[src/rtl/i2c_pkg.sv]
// Shared I2C definitions: responder state encoding, default device address, R/W bit values.
package i2c_pkg;

  typedef enum logic [3:0] {
    IDLE,
    ADDR,
    ACK_ADDR,
    PTR,
    ACK_PTR,
    WDATA,
    ACK_DATA,
    RDATA,
    MACK
  } i2c_state_t;

  localparam logic [6:0] DEV_ADDR_DEFAULT = 7'b1100111;
  localparam logic       I2C_RW_WRITE     = 1'b0;
  localparam logic       I2C_RW_READ      = 1'b1;

endpackage

[src/rtl/i2c_bus_sync.sv]
// Synchronizes raw SCL/SDA into clk and flags SCL edges plus START/STOP conditions.
module i2c_bus_sync #(
  parameter int SYNC_STAGES = 2
) (
  input  logic clk,
  input  logic reset,
  input  logic i_scl,
  input  logic i_sda,
  output logic o_sda,
  output logic o_scl_rise,
  output logic o_scl_fall,
  output logic o_start_det,
  output logic o_stop_det
);

  logic [SYNC_STAGES-1:0] r_scl_sync;
  logic [SYNC_STAGES-1:0] r_sda_sync;
  logic                   r_scl_d;
  logic                   r_sda_d;
  logic                   w_scl;
  logic                   w_sda;

  assign w_scl = r_scl_sync[SYNC_STAGES-1];
  assign w_sda = r_sda_sync[SYNC_STAGES-1];

  // Chain resets to the idle-bus level so leaving reset does not fake a START.
  always_ff @(posedge clk) begin
    if (reset) begin
      r_scl_sync <= '1;
      r_sda_sync <= '1;
      r_scl_d    <= 1'b1;
      r_sda_d    <= 1'b1;
    end else begin
      r_scl_sync <= {r_scl_sync[SYNC_STAGES-2:0], i_scl};
      r_sda_sync <= {r_sda_sync[SYNC_STAGES-2:0], i_sda};
      r_scl_d    <= w_scl;
      r_sda_d    <= w_sda;
    end
  end

  assign o_sda       = w_sda;
  assign o_scl_rise  = w_scl & ~r_scl_d;
  assign o_scl_fall  = ~w_scl & r_scl_d;
  assign o_start_det = w_scl & r_scl_d & r_sda_d & ~w_sda;
  assign o_stop_det  = w_scl & r_scl_d & ~r_sda_d & w_sda;

endmodule

[src/rtl/i2c_slave_lcd_receiver.sv]
// I2C responder feeding a 32-byte LCD RAM: address match, register pointer, burst write/read.
// States: IDLE wait START | ADDR/PTR/WDATA shift in byte | ACK_* drive ACK | RDATA shift out | MACK master ack
module i2c_slave_lcd_receiver
  import i2c_pkg::*;
#(
  parameter logic [6:0] DEV_ADDR    = DEV_ADDR_DEFAULT,
  parameter int         SYNC_STAGES = 2,
  parameter int         PTR_W       = 5
) (
  input  logic             clk,
  input  logic             reset,
  input  logic             scl_in,
  input  logic             sda_in,
  output logic             sda_oe,
  output logic [PTR_W-1:0] WADD,
  output logic [7:0]       DIN,
  output logic             W,
  output logic [PTR_W-1:0] RADD,
  input  logic [7:0]       RDOUT,
  output logic             busy,
  output logic             frame_done
);

  logic w_sda, w_scl_rise, w_scl_fall, w_start, w_stop;

  i2c_bus_sync #(.SYNC_STAGES(SYNC_STAGES)) u_sync (
    .clk         (clk),
    .reset       (reset),
    .i_scl       (scl_in),
    .i_sda       (sda_in),
    .o_sda       (w_sda),
    .o_scl_rise  (w_scl_rise),
    .o_scl_fall  (w_scl_fall),
    .o_start_det (w_start),
    .o_stop_det  (w_stop)
  );

  i2c_state_t       r_state, w_state_nxt;
  logic [2:0]       r_bit_cnt, w_bit_cnt_nxt;
  logic [6:0]       r_shift, w_shift_nxt;
  logic [6:0]       r_tx, w_tx_nxt;
  logic             r_ack_ph, w_ack_ph_nxt;
  logic             r_rw, w_rw_nxt;
  logic             r_sda_oe, w_sda_oe_nxt;
  logic [PTR_W-1:0] r_ptr, w_ptr_nxt;
  logic [PTR_W-1:0] r_wadd, w_wadd_nxt;
  logic [7:0]       r_din, w_din_nxt;
  logic             r_w, w_w_nxt;
  logic [PTR_W-1:0] r_radd, w_radd_nxt;
  logic             r_busy, w_busy_nxt;
  logic             r_frame_done, w_frame_done_nxt;
  logic [7:0]       w_byte;
  logic [PTR_W-1:0] w_ptr_inc;

  assign w_byte    = {r_shift, w_sda};
  assign w_ptr_inc = r_ptr + 1'b1;

  always_ff @(posedge clk) begin
    if (reset) begin
      r_state      <= IDLE;
      r_bit_cnt    <= '0;
      r_shift      <= '0;
      r_tx         <= '0;
      r_ack_ph     <= 1'b0;
      r_rw         <= 1'b0;
      r_sda_oe     <= 1'b0;
      r_ptr        <= '0;
      r_wadd       <= '0;
      r_din        <= '0;
      r_w          <= 1'b0;
      r_radd       <= '0;
      r_busy       <= 1'b0;
      r_frame_done <= 1'b0;
    end else begin
      r_state      <= w_state_nxt;
      r_bit_cnt    <= w_bit_cnt_nxt;
      r_shift      <= w_shift_nxt;
      r_tx         <= w_tx_nxt;
      r_ack_ph     <= w_ack_ph_nxt;
      r_rw         <= w_rw_nxt;
      r_sda_oe     <= w_sda_oe_nxt;
      r_ptr        <= w_ptr_nxt;
      r_wadd       <= w_wadd_nxt;
      r_din        <= w_din_nxt;
      r_w          <= w_w_nxt;
      r_radd       <= w_radd_nxt;
      r_busy       <= w_busy_nxt;
      r_frame_done <= w_frame_done_nxt;
    end
  end

  always_comb begin
    w_state_nxt      = r_state;
    w_bit_cnt_nxt    = r_bit_cnt;
    w_shift_nxt      = r_shift;
    w_tx_nxt         = r_tx;
    w_ack_ph_nxt     = r_ack_ph;
    w_rw_nxt         = r_rw;
    w_sda_oe_nxt     = r_sda_oe;
    w_ptr_nxt        = r_ptr;
    w_wadd_nxt       = r_wadd;
    w_din_nxt        = r_din;
    w_w_nxt          = 1'b0;
    w_radd_nxt       = r_radd;
    w_busy_nxt       = r_busy;
    w_frame_done_nxt = 1'b0;

    if (w_start) begin
      w_state_nxt   = ADDR;
      w_bit_cnt_nxt = '0;
      w_ack_ph_nxt  = 1'b0;
      w_sda_oe_nxt  = 1'b0;
    end else if (w_stop) begin
      w_state_nxt      = IDLE;
      w_ack_ph_nxt     = 1'b0;
      w_sda_oe_nxt     = 1'b0;
      w_frame_done_nxt = r_busy;
      w_busy_nxt       = 1'b0;
    end else begin
      case (r_state)
        ADDR, PTR, WDATA: begin
          if (w_scl_rise) begin
            w_shift_nxt   = w_byte[6:0];
            w_bit_cnt_nxt = r_bit_cnt + 3'd1;
            if (r_bit_cnt == 3'd7) begin
              w_ack_ph_nxt = 1'b0;
              case (r_state)
                ADDR: begin
                  if (w_byte[7:1] == DEV_ADDR) begin
                    w_state_nxt = ACK_ADDR;
                    w_busy_nxt  = 1'b1;
                    w_rw_nxt    = w_byte[0];
                  end else begin
                    w_state_nxt = IDLE;
                  end
                end
                PTR: begin
                  w_ptr_nxt   = w_byte[PTR_W-1:0];
                  w_state_nxt = ACK_PTR;
                end
                default: begin
                  w_wadd_nxt  = r_ptr;
                  w_din_nxt   = w_byte;
                  w_w_nxt     = 1'b1;
                  w_ptr_nxt   = w_ptr_inc;
                  w_state_nxt = ACK_DATA;
                end
              endcase
            end
          end
        end
        ACK_ADDR, ACK_PTR, ACK_DATA: begin
          if (w_scl_fall) begin
            if (!r_ack_ph) begin
              w_ack_ph_nxt = 1'b1;
              w_sda_oe_nxt = 1'b1;
              // Present the read address a full ACK bit early so 1-clk RAM latency is covered.
              if (r_state == ACK_ADDR && r_rw == I2C_RW_READ) w_radd_nxt = r_ptr;
            end else begin
              w_ack_ph_nxt  = 1'b0;
              w_sda_oe_nxt  = 1'b0;
              w_bit_cnt_nxt = '0;
              if (r_state == ACK_ADDR) begin
                if (r_rw == I2C_RW_WRITE) begin
                  w_state_nxt = PTR;
                end else begin
                  w_tx_nxt     = RDOUT[6:0];
                  w_sda_oe_nxt = ~RDOUT[7];
                  w_state_nxt  = RDATA;
                end
              end else begin
                w_state_nxt = WDATA;
              end
            end
          end
        end
        RDATA: begin
          if (w_scl_fall) begin
            w_bit_cnt_nxt = r_bit_cnt + 3'd1;
            if (r_bit_cnt == 3'd7) begin
              w_sda_oe_nxt = 1'b0;
              w_ack_ph_nxt = 1'b0;
              w_state_nxt  = MACK;
            end else begin
              w_sda_oe_nxt = ~r_tx[6];
              w_tx_nxt     = {r_tx[5:0], 1'b0};
            end
          end
        end
        MACK: begin
          if (!r_ack_ph) begin
            if (w_scl_rise) begin
              if (!w_sda) begin
                w_ack_ph_nxt = 1'b1;
                w_ptr_nxt    = w_ptr_inc;
                w_radd_nxt   = w_ptr_inc;
              end else begin
                w_state_nxt = IDLE;
              end
            end
          end else if (w_scl_fall) begin
            w_ack_ph_nxt  = 1'b0;
            w_bit_cnt_nxt = '0;
            w_tx_nxt      = RDOUT[6:0];
            w_sda_oe_nxt  = ~RDOUT[7];
            w_state_nxt   = RDATA;
          end
        end
        default: ;
      endcase
    end
  end

  assign sda_oe     = r_sda_oe;
  assign WADD       = r_wadd;
  assign DIN        = r_din;
  assign W          = r_w;
  assign RADD       = r_radd;
  assign busy       = r_busy;
  assign frame_done = r_frame_done;

endmodule

[config.mk]
export PLATFORM = sky130hd
export DESIGN_NAME = i2c_slave_lcd_receiver
export DESIGN_NICKNAME = d
export VERILOG_FILES = /design/src/rtl/i2c_pkg.sv /design/src/rtl/i2c_bus_sync.sv /design/src/rtl/i2c_slave_lcd_receiver.sv
export SDC_FILE = /design/constraint.sdc
export NUM_CORES = 1
export LEC_CHECK = 0
export CAP_MARGIN = 20
export CELL_PAD_IN_SITES_DETAIL_PLACEMENT = 1
export CELL_PAD_IN_SITES_GLOBAL_PLACEMENT = 1
export CORE_MARGIN = 5
export CORE_UTILIZATION = 31
export DETAILED_ROUTE_END_ITERATION = 16
export HOLD_SLACK_MARGIN = 0.02
export MAX_ROUTING_LAYER = met4
export PLACE_DENSITY_LB_ADDON = 0.12
export SYNTH_ARGS = -nofsm -noshare
export SYNTH_HDL_FRONTEND = slang
export SYNTH_HIERARCHICAL = 1
export SYNTH_SLANG_ARGS = --single-unit
[constraint.sdc]
create_clock -name clk -period 2 [get_ports clk]
set_clock_uncertainty 0.2 [all_clocks]
set_input_delay 0.3 -clock clk [delete_from_list [all_inputs] [get_ports clk]]
set_output_delay 0.3 -clock clk [all_outputs]
set_load 0.05 [all_outputs]
==> out/qor_table.md, run 1 <==
| Parameter | This run |
|---|---|
| Post-synthesis sequential element count | 56 |
| Tightest Hold Check Type | input port to register |
| Final non-filler cell total | 520 |
| Number of nets with antenna violations after routing | 0 |
| Post-detailed-placement half-perimeter wirelength | 5.984 mm |
| Combined global-route utilization of all metal layers | 15.66% |
| Status | finished with violations |
| Placed instance count | 494 |
| Max Freq | 480.4 MHz |
| Minimum clock period after layout | 2081 ps |
| Final standard cell area without fillers | 4124 sq um |
| Maximum count of clock buffers along a single path | 2 |
| Starting utilization of the core area | 32.20% |
| Classification of the worst setup path | register to register |
| Worst ir drop on vdd | 0.0003647 V |
| TritonCTS clock tree | built |
| R2R setup slack | -80 ps |
| Clock transition time at the flip-flop clock pins of the worst setup and hold paths | 110 ps |
| Cell type of the slowest stage on the worst timing path | sky130_fd_sc_hd__or3_4 |
| Number of stages on the worst hold path | 2 |
| Sequence of cells on the critical path | and4b_2 > or2_4 > or3_4 > or3_1 > a31oi_1 |
| Area growth syn-to-layout | 45.45% |
| Later-pin clock latency in the skew report | 320 ps |
| Count of antenna diodes in the layout | 0 |
| Post-placement cell area | 3607 sq um |
| Number of nets in the synthesized netlist | 332 |
| Post-placement setup slack | -186.2 ps |
| Synth warn | 6 |
| Critical path buffers and inverters | 0 |
| Final setup vio count | 14 |
| Cell at the root of the clock tree | sky130_fd_sc_hd__clkbuf_8 |
| Total power consumption of the routed design | 3.756 mW |
| Critical path's top delay family | simple AND/OR/NAND/NOR gates |
| Fraction of registers with async set/reset | 0% |
| Number of global-route vias before repair | 2805 |
| Worst-case headroom to the max-slew limit | 66.66% |
| Total length of routed wires | 8.712 mm |
| Max-capacitance violation count | 0 |
| Worst slew pin tran | 499.2 ps |
| EDFF count, synth | 0 |
| Detailed-routing iteration count for the pre-antenna-repair pass | 4 |
| Most used flip-flop cell after synthesis | sky130_fd_sc_hd__dfxtp_1 |
| Level count of the clock H-tree | 2 |
| Post-layout util | 46.83% |
| TritonCTS Buffers | 5 |
| Total number of clock tree sinks | 56 |
| Ratio of cells with drive above 1 in the final layout | 39.32% |
| Required time of the worst setup path | 2050 ps |
| Worst endpoint data arrival time | 2130 ps |
| Post-synthesis cell area | 2835 sq um |
| Std cell rows | 34 |
| Count of unresolved DRC violations after routing | 0 |
| Critical-path maximum fanout | 4 |
| Total number of nets in the final design | 426 |
| Final setup slack of the worst path | -81.39 ps |
| Wire length of the first global-routing pass | 14.03 mm |
| Die width | 105.6 microns |
| Global-route congestion overflow total | 0 |
| Vias per std cell | 5.225 |
| Violated checks | setup timing |
| Cell count along the critical path | 5 |
| Maximum number of pins on one net before global-route repair | 47 |
| Number of unique standard cell types used by synthesis | 58 |
| Vias after detailed routing | 2717 |
| Buffers on Ports | 33 |
| Critical Path Start Type | register |
| Max-slew violation total from the final report | 0 |
| Count of routing violations after the opening detailed-route iteration | 59 |
| Number of hold violations in the final report | 0 |
| Unrepaired setup endpoints after global routing | yes |
| Number of antenna violations at the first check in global routing | 0 |
| Placer congestion estimate | 0.8813 |
| Path depth of the worst reg2reg path | 5 |
| Ratio of final minimum period to clock period | 104.1% |
| Type of destination of the critical path | register |
| Average wire length per cell after detail routing | 16.75 microns |
| Average size of a mapped cell | 8.944 sq um |
| Worst path max stage delay | 400 ps |
| Chip height | 105.6 microns |
| Core region area | 8806 sq um |
| DIE AREA | 11160 sq um |
| P per Cell Area | 910.7 nW/um^2 |
| Leakage power total | 1.681 nW |
| Number of top-level pins | 34 |
| Instance count of the mapped netlist | 317 |
| Part of the Yosys area used for sequential elements | 39.54% |
[worst reg2reg max path, cell delays in order (launching register included)]
cell,delay [ps]
sky130_fd_sc_hd__dfxtp_4,380
sky130_fd_sc_hd__and4b_2,280
sky130_fd_sc_hd__or2_4,280
sky130_fd_sc_hd__or3_4,400
sky130_fd_sc_hd__or3_1,340
sky130_fd_sc_hd__a31oi_1,130
[synth_stat cells, types with 5 or more instances]
cell,instances,area share [%]
sky130_fd_sc_hd__buf_2,5,0.88
sky130_fd_sc_hd__mux2i_1,31,11
sky130_fd_sc_hd__nor2_1,46,6.1
sky130_fd_sc_hd__clkbuf_1,9,1.2
sky130_fd_sc_hd__or2_1,6,1.3
sky130_fd_sc_hd__dfxtp_1,56,40
sky130_fd_sc_hd__o21ai_0,9,1.6
sky130_fd_sc_hd__a211oi_1,10,2.6
sky130_fd_sc_hd__nand2b_1,6,1.3
sky130_fd_sc_hd__nand3_1,8,1.4
sky130_fd_sc_hd__a21oi_1,18,3.2
sky130_fd_sc_hd__nor3_1,10,1.8
sky130_fd_sc_hd__nand2_1,16,2.1
sky130_fd_sc_hd__nor2b_1,9,2.0
[placed cells by master, fill, tap and decap left out, types with 3 or more instances in the layout]
| master | instances |
|---|---|
| sky130_fd_sc_hd__buf_4 | 79 |
| sky130_fd_sc_hd__dfxtp_1 | 47 |
| sky130_fd_sc_hd__nor2_1 | 40 |
| sky130_fd_sc_hd__mux2i_1 | 31 |
| sky130_fd_sc_hd__nand2_1 | 14 |
| sky130_fd_sc_hd__a21oi_1 | 12 |
| sky130_fd_sc_hd__clkdlybuf4s50_1 | 11 |
| sky130_fd_sc_hd__nor3_1 | 10 |
| sky130_fd_sc_hd__a211oi_1 | 9 |
| sky130_fd_sc_hd__nor2b_1 | 7 |
| sky130_fd_sc_hd__buf_6 | 7 |
| sky130_fd_sc_hd__nor2_2 | 6 |
| sky130_fd_sc_hd__nand3_1 | 6 |
| sky130_fd_sc_hd__a21oi_2 | 6 |
| sky130_fd_sc_hd__or2_1 | 6 |
| sky130_fd_sc_hd__nand2b_1 | 5 |
| sky130_fd_sc_hd__o21ai_2 | 5 |
| sky130_fd_sc_hd__clkbuf_8 | 5 |
| sky130_fd_sc_hd__dfxtp_4 | 5 |
| sky130_fd_sc_hd__or3_1 | 4 |
| sky130_fd_sc_hd__a311oi_1 | 4 |
| sky130_fd_sc_hd__dfxtp_2 | 4 |
| sky130_fd_sc_hd__inv_1 | 3 |
| sky130_fd_sc_hd__or2_4 | 3 |
| sky130_fd_sc_hd__nor3b_1 | 3 |
| sky130_fd_sc_hd__o21ai_0 | 3 |
| sky130_fd_sc_hd__o31ai_1 | 3 |
| sky130_fd_sc_hd__dlygate4sd2_1 | 3 |
[power by group]
group          total (mW)  leakage (nW)  switching (mW)  internal (mW)
registers            1.27         0.456          0.0705           1.20
logic                1.70          1.16           0.851          0.845
clock network       0.794        0.0600           0.413          0.381
total                3.76          1.68            1.33           2.42
[metal layers]
| layer | share of wire, % | up-vias | wire length, microns | track usage [%] |
|---|---|---|---|---|
| li1 | - | 1331 | - | - |
| met2 | 49 | 46 | 4261 | 24.54 |
| met4 | 0.63 | 0 | 55 | 3.793 |
| met5 | 0 | - | 0 | - |
| met1 | 48 | 1334 | 4170 | 21.19 |
| met3 | 2.6 | 6 | 224 | 2.506 |
[registers in the layout, summed over array words and instances (netlist names), 2 cells and up]
name,count
r_ptr,5
RADD,5
WADD,5
r_state,4
u_sync/r_sda_sync,2
DIN,8
r_bit_cnt,3
r_shift,7
r_tx,7
u_sync/r_scl_sync,2
[path summary, 6_finish.rpt]
check / end / start
min reg2reg: u_sync/r_scl_sync[1] / u_sync/r_scl_sync[0]
min: r_state[0] / reset
max: r_ptr[0] / u_sync/r_scl_d
max reg2reg: r_ptr[0] / u_sync/r_scl_d
[cell type report]
class                           count  area [sq um]
Clock buffer                        5         68.82
Clock inverter                      3         46.29
Fill cell                        1002          4682
Inverter                            4         15.01
Multi-Input combinational cell    238          1818
Sequential cell                    56          1145
Tap cell                          108         135.1
Timing Repair Buffer              106         895.9
[logic make-up (layout without fill, tap and decap cells)]
logic type      Yosys count  count (layout)  share of synthesized area, %
simple gates            133             133                         25.73
compound gates           68              68                         17.34
flops                    56              56                         39.54
mux                      31              31                         10.94
buf+inv                  23             118                         4.192
fa+ha+maj                 3               3                         1.324
xor+xnor                  3               3                        0.9269
[stage by stage]
stage | hold WS (ps) | setup TNS [ps]
floorplan | 183.2 | -171.7
global placement | 186.7 | -2765
detailed placement | 202.3 | -3055
CTS | 127.6 | -594.2
global route | 156.8 | -2707
finish | 118.6 | -405.3
[timing repair]
item	4_1_cts	5_1_grt
pin swaps	13	15
buffers inserted	10	5
gates cloned	1	2
hold buffers	0	0
endpoints found under the setup margin	42	40
resized for setup	45	36
Power figures use the tool's default switching activity.
==> run 2: changes to the inputs <==
--- a/config.mk
+++ b/config.mk
@@ -14,7 +14,7 @@
 export HOLD_SLACK_MARGIN = 0.02
 export MAX_ROUTING_LAYER = met4
 export PLACE_DENSITY_LB_ADDON = 0.12
+export SKIP_CTS_REPAIR_TIMING = 1
 export SYNTH_ARGS = -nofsm -noshare
 export SYNTH_HDL_FRONTEND = slang
-export SYNTH_HIERARCHICAL = 1
 export SYNTH_SLANG_ARGS = --single-unit
==> run 2 against run 1 <==
  * The flow still finishes with violations (setup timing)
  * Fmax decreased by 0.40%
  * Worst setup slack lost 8.4 ps
  * Critical path depth is the same
  * Die area down 1.4%
  * Final cell count fell by 6.5%
  * Critical path type unchanged
==> out/qor_table.md, run 2 <==
| Parameter | This run |
|---|---|
| Library cell occupying the most area in the post-synthesis netlist | sky130_fd_sc_hd__dfxtp_1 |
| Cell type of the slowest stage on the worst timing path | sky130_fd_sc_hd__or4b_4 |
| Classification of the worst setup path | register to register |
| Tightest Hold Check Type | input port to register |
| Sequence of cells on the critical path | or4b_4 > o221a_4 > o22a_4 > a21oi_2 > mux2_4 |
| Placer congestion estimate | 0.8177 |
| Die width | 104.9 microns |
| Std cell rows | 34 |
| Worst slew pin tran | 509.6 ps |
| Count of unresolved DRC violations after routing | 0 |
| Share of total power consumed by net switching | 24.33% |
| Worst endpoint data arrival time | 2100 ps |
| Number of antenna violations at the first check in global routing | 0 |
| Post-placement setup slack | -77.53 ps |
| Post-synthesis cell area | 2790 sq um |
| Instance count of the mapped netlist | 309 |
| Placed instance count | 475 |
| Worst ir drop on vdd | 0.0002636 V |
| Number of top-level pins | 34 |
| Most used flip-flop cell after synthesis | sky130_fd_sc_hd__dfxtp_1 |
| Most numerous cell in the Yosys netlist | sky130_fd_sc_hd__dfxtp_1 |
| Leading post-synthesis cells by instance count | sky130_fd_sc_hd__dfxtp_1, sky130_fd_sc_hd__nor2_1, sky130_fd_sc_hd__mux2i_1, sky130_fd_sc_hd__a21oi_1, sky130_fd_sc_hd__o21ai_0 |
| Fraction of registers with async set/reset | 0% |
| Critical Path Start Type | register |
| Number of hold violations in the final report | 0 |
| Post-synthesis sequential element count | 56 |
| Worst-case headroom to the max-slew limit | 65.97% |
| P per Cell Area | 506.9 nW/um^2 |
| EDFF count, synth | 0 |
| Post-placement cell area | 3476 sq um |
| Level count of the clock H-tree | 2 |
| Combinational Power Share | 4.9% |
| Unrepaired setup endpoints after global routing | yes |
| Later-pin clock latency in the skew report | 310 ps |
| Switching power total | 0.4528 mW |
| Area share of the largest cell type after synthesis | 40.18% |
| Critical-path maximum fanout | 4 |
| Max FFs per register | 8 |
| Core region area | 8763 sq um |
| Final non-filler cell total | 486 |
| Worst path max stage delay | 550 ps |
| Maximum count of clock buffers along a single path | 2 |
| Ratio of cells with drive above 1 in the final layout | 30.69% |
| Final setup vio count | 3 |
| Max-capacitance violation count | 0 |
| Leading cell types in the layout, fill and taps excluded | sky130_fd_sc_hd__buf_4, sky130_fd_sc_hd__dfxtp_1, sky130_fd_sc_hd__nor2_1 |
| Area growth syn-to-layout | 31.61% |
| Clock transition time at the flip-flop clock pins of the worst setup and hold paths | 100 ps |
| Sequential fraction of design power | 60.4% |
| Count of routing violations after the opening detailed-route iteration | 52 |
| Leakage power total | 1.491 nW |
| Count of antenna diodes in the layout | 0 |
| Clock power frac | 34.8% |
| Number of unique standard cell types used by synthesis | 57 |
| Average size of a mapped cell | 9.030 sq um |
| Total power consumption of the routed design | 1.861 mW |
| DIE AREA | 11000 sq um |
| Critical path buffers and inverters | 0 |
| Vias after detailed routing | 2554 |
| Total number of nets in the final design | 393 |
| Chip height | 104.9 microns |
| Number of nets with antenna violations after routing | 0 |
| Most common cell after layout, fill and taps aside | sky130_fd_sc_hd__buf_4 |
| Detailed-routing iteration count for the pre-antenna-repair pass | 5 |
| Max Freq | 478.5 MHz |
| Ratio of final minimum period to clock period | 104.5% |
| Required time of the worst setup path | 2010 ps |
| Global-route congestion overflow total | 0 |
| Number of nets in the synthesized netlist | 324 |
| TritonCTS Buffers | 5 |
| Internal Pwr Total | 1.409 mW |
| Minimum clock period after layout | 2090 ps |
| Type of destination of the critical path | register |
| Buffers on Ports | 33 |
| Cell at the root of the clock tree | sky130_fd_sc_hd__clkbuf_8 |
| Final setup slack of the worst path | -89.77 ps |
| Synth warn | 0 |
| Violated checks | setup timing |
| Combined global-route utilization of all metal layers | 15.22% |
| Part of the Yosys area used for sequential elements | 40.18% |
| Number of global-route vias before repair | 2690 |
| Average wire length per cell after detail routing | 16.73 microns |
| Total number of clock tree sinks | 56 |
| Total length of routed wires | 8.133 mm |
| TritonCTS clock tree | built |
| Maximum number of pins on one net before global-route repair | 21 |
| Wire length of the first global-routing pass | 13.60 mm |
| Status | finished with violations |
| Top cells by area in the synthesized netlist | sky130_fd_sc_hd__dfxtp_1, sky130_fd_sc_hd__mux2i_1, sky130_fd_sc_hd__nor2_1 |
| Max-slew violation total from the final report | 0 |
| Vias per std cell | 5.255 |
| Critical path's top delay family | compound AO/OA/AOI/OAI gates |
| Final total negative setup slack | -127.8 ps |
| Post-detailed-placement half-perimeter wirelength | 5.929 mm |
| Starting utilization of the core area | 31.84% |
| Final standard cell area without fillers | 3672 sq um |
-- run 2: through the flow --
stage / utilization, % / hold WS, ps
after floorplan: - / 189.5
after global placement: 39.66 / 193.2
after detailed placement: 39.66 / 200.4
after CTS: 40.59 / 142.7
after global routing: 41.90 / 134.5
final: 41.90 / 139.6
-- run 2: layout make-up --
cell class / count / area [sq um]
flip-flops and latches: 56 / 1131
fillers: 1036 / 5091
well taps: 108 / 135.1
repair buffers: 84 / 698.2
clock inverters: 1 / 8.758
multi-input cells: 226 / 1608
clock buffers: 6 / 72.57
inverters: 5 / 18.77
-- run 2: layer usage --
| layer | part of all wire (%) | vias up | wire length (microns) | global-route usage (%) |
|---|---|---|---|---|
| li1 | - | 1259 | - | - |
| met1 | 48 | 1239 | 3903 | 20.20 |
| met2 | 47 | 42 | 3802 | 23.25 |
| met3 | 2.9 | 14 | 239 | 2.959 |
| met4 | 2.3 | 0 | 188 | 5.023 |
| met5 | 0 | - | 0 | - |
-- run 2: cells by family (layout without fill, tap and decap cells) --
| family | after synthesis | count (layout) | share of synthesized area, % |
|---|---|---|---|
| AOI/OAI and AO/OA | 79 | 79 | 19.55 |
| DFF | 56 | 56 | 40.18 |
| muxes | 29 | 29 | 10.49 |
| and+or+nand+nor | 109 | 109 | 21.66 |
| adders and majority gates | 3 | 3 | 1.345 |
| xor gates and xnor gates | 6 | 6 | 1.883 |
| buffers and inverters | 27 | 96 | 4.888 |
-- run 2: worst paths after layout --
path | from | to | slack (ps) | cells past startpoint
min reg2reg | u_sync.r_sda_sync[0] | u_sync.r_sda_sync[1] | 220 | 1
min | reset | DIN[0] | 140 | 2
max | r_state[0] | r_state[0] | -90 | 5
max reg2reg | r_state[0] | r_state[0] | -90 | 5
-- run 2: power groups by stage --
stage / clock (mW) / combinational, mW / sequential [mW]
2_1_floorplan: 0 / 0.0450 / 1.15
3_3_place_gp: 0 / 0.0886 / 1.15
3_5_place_dp: 0 / 0.0885 / 1.15
4_1_cts: 0.677 / 0.0894 / 1.13
5_1_grt: 0.730 / 0.100 / 1.13
6_report: 0.647 / 0.0911 / 1.12
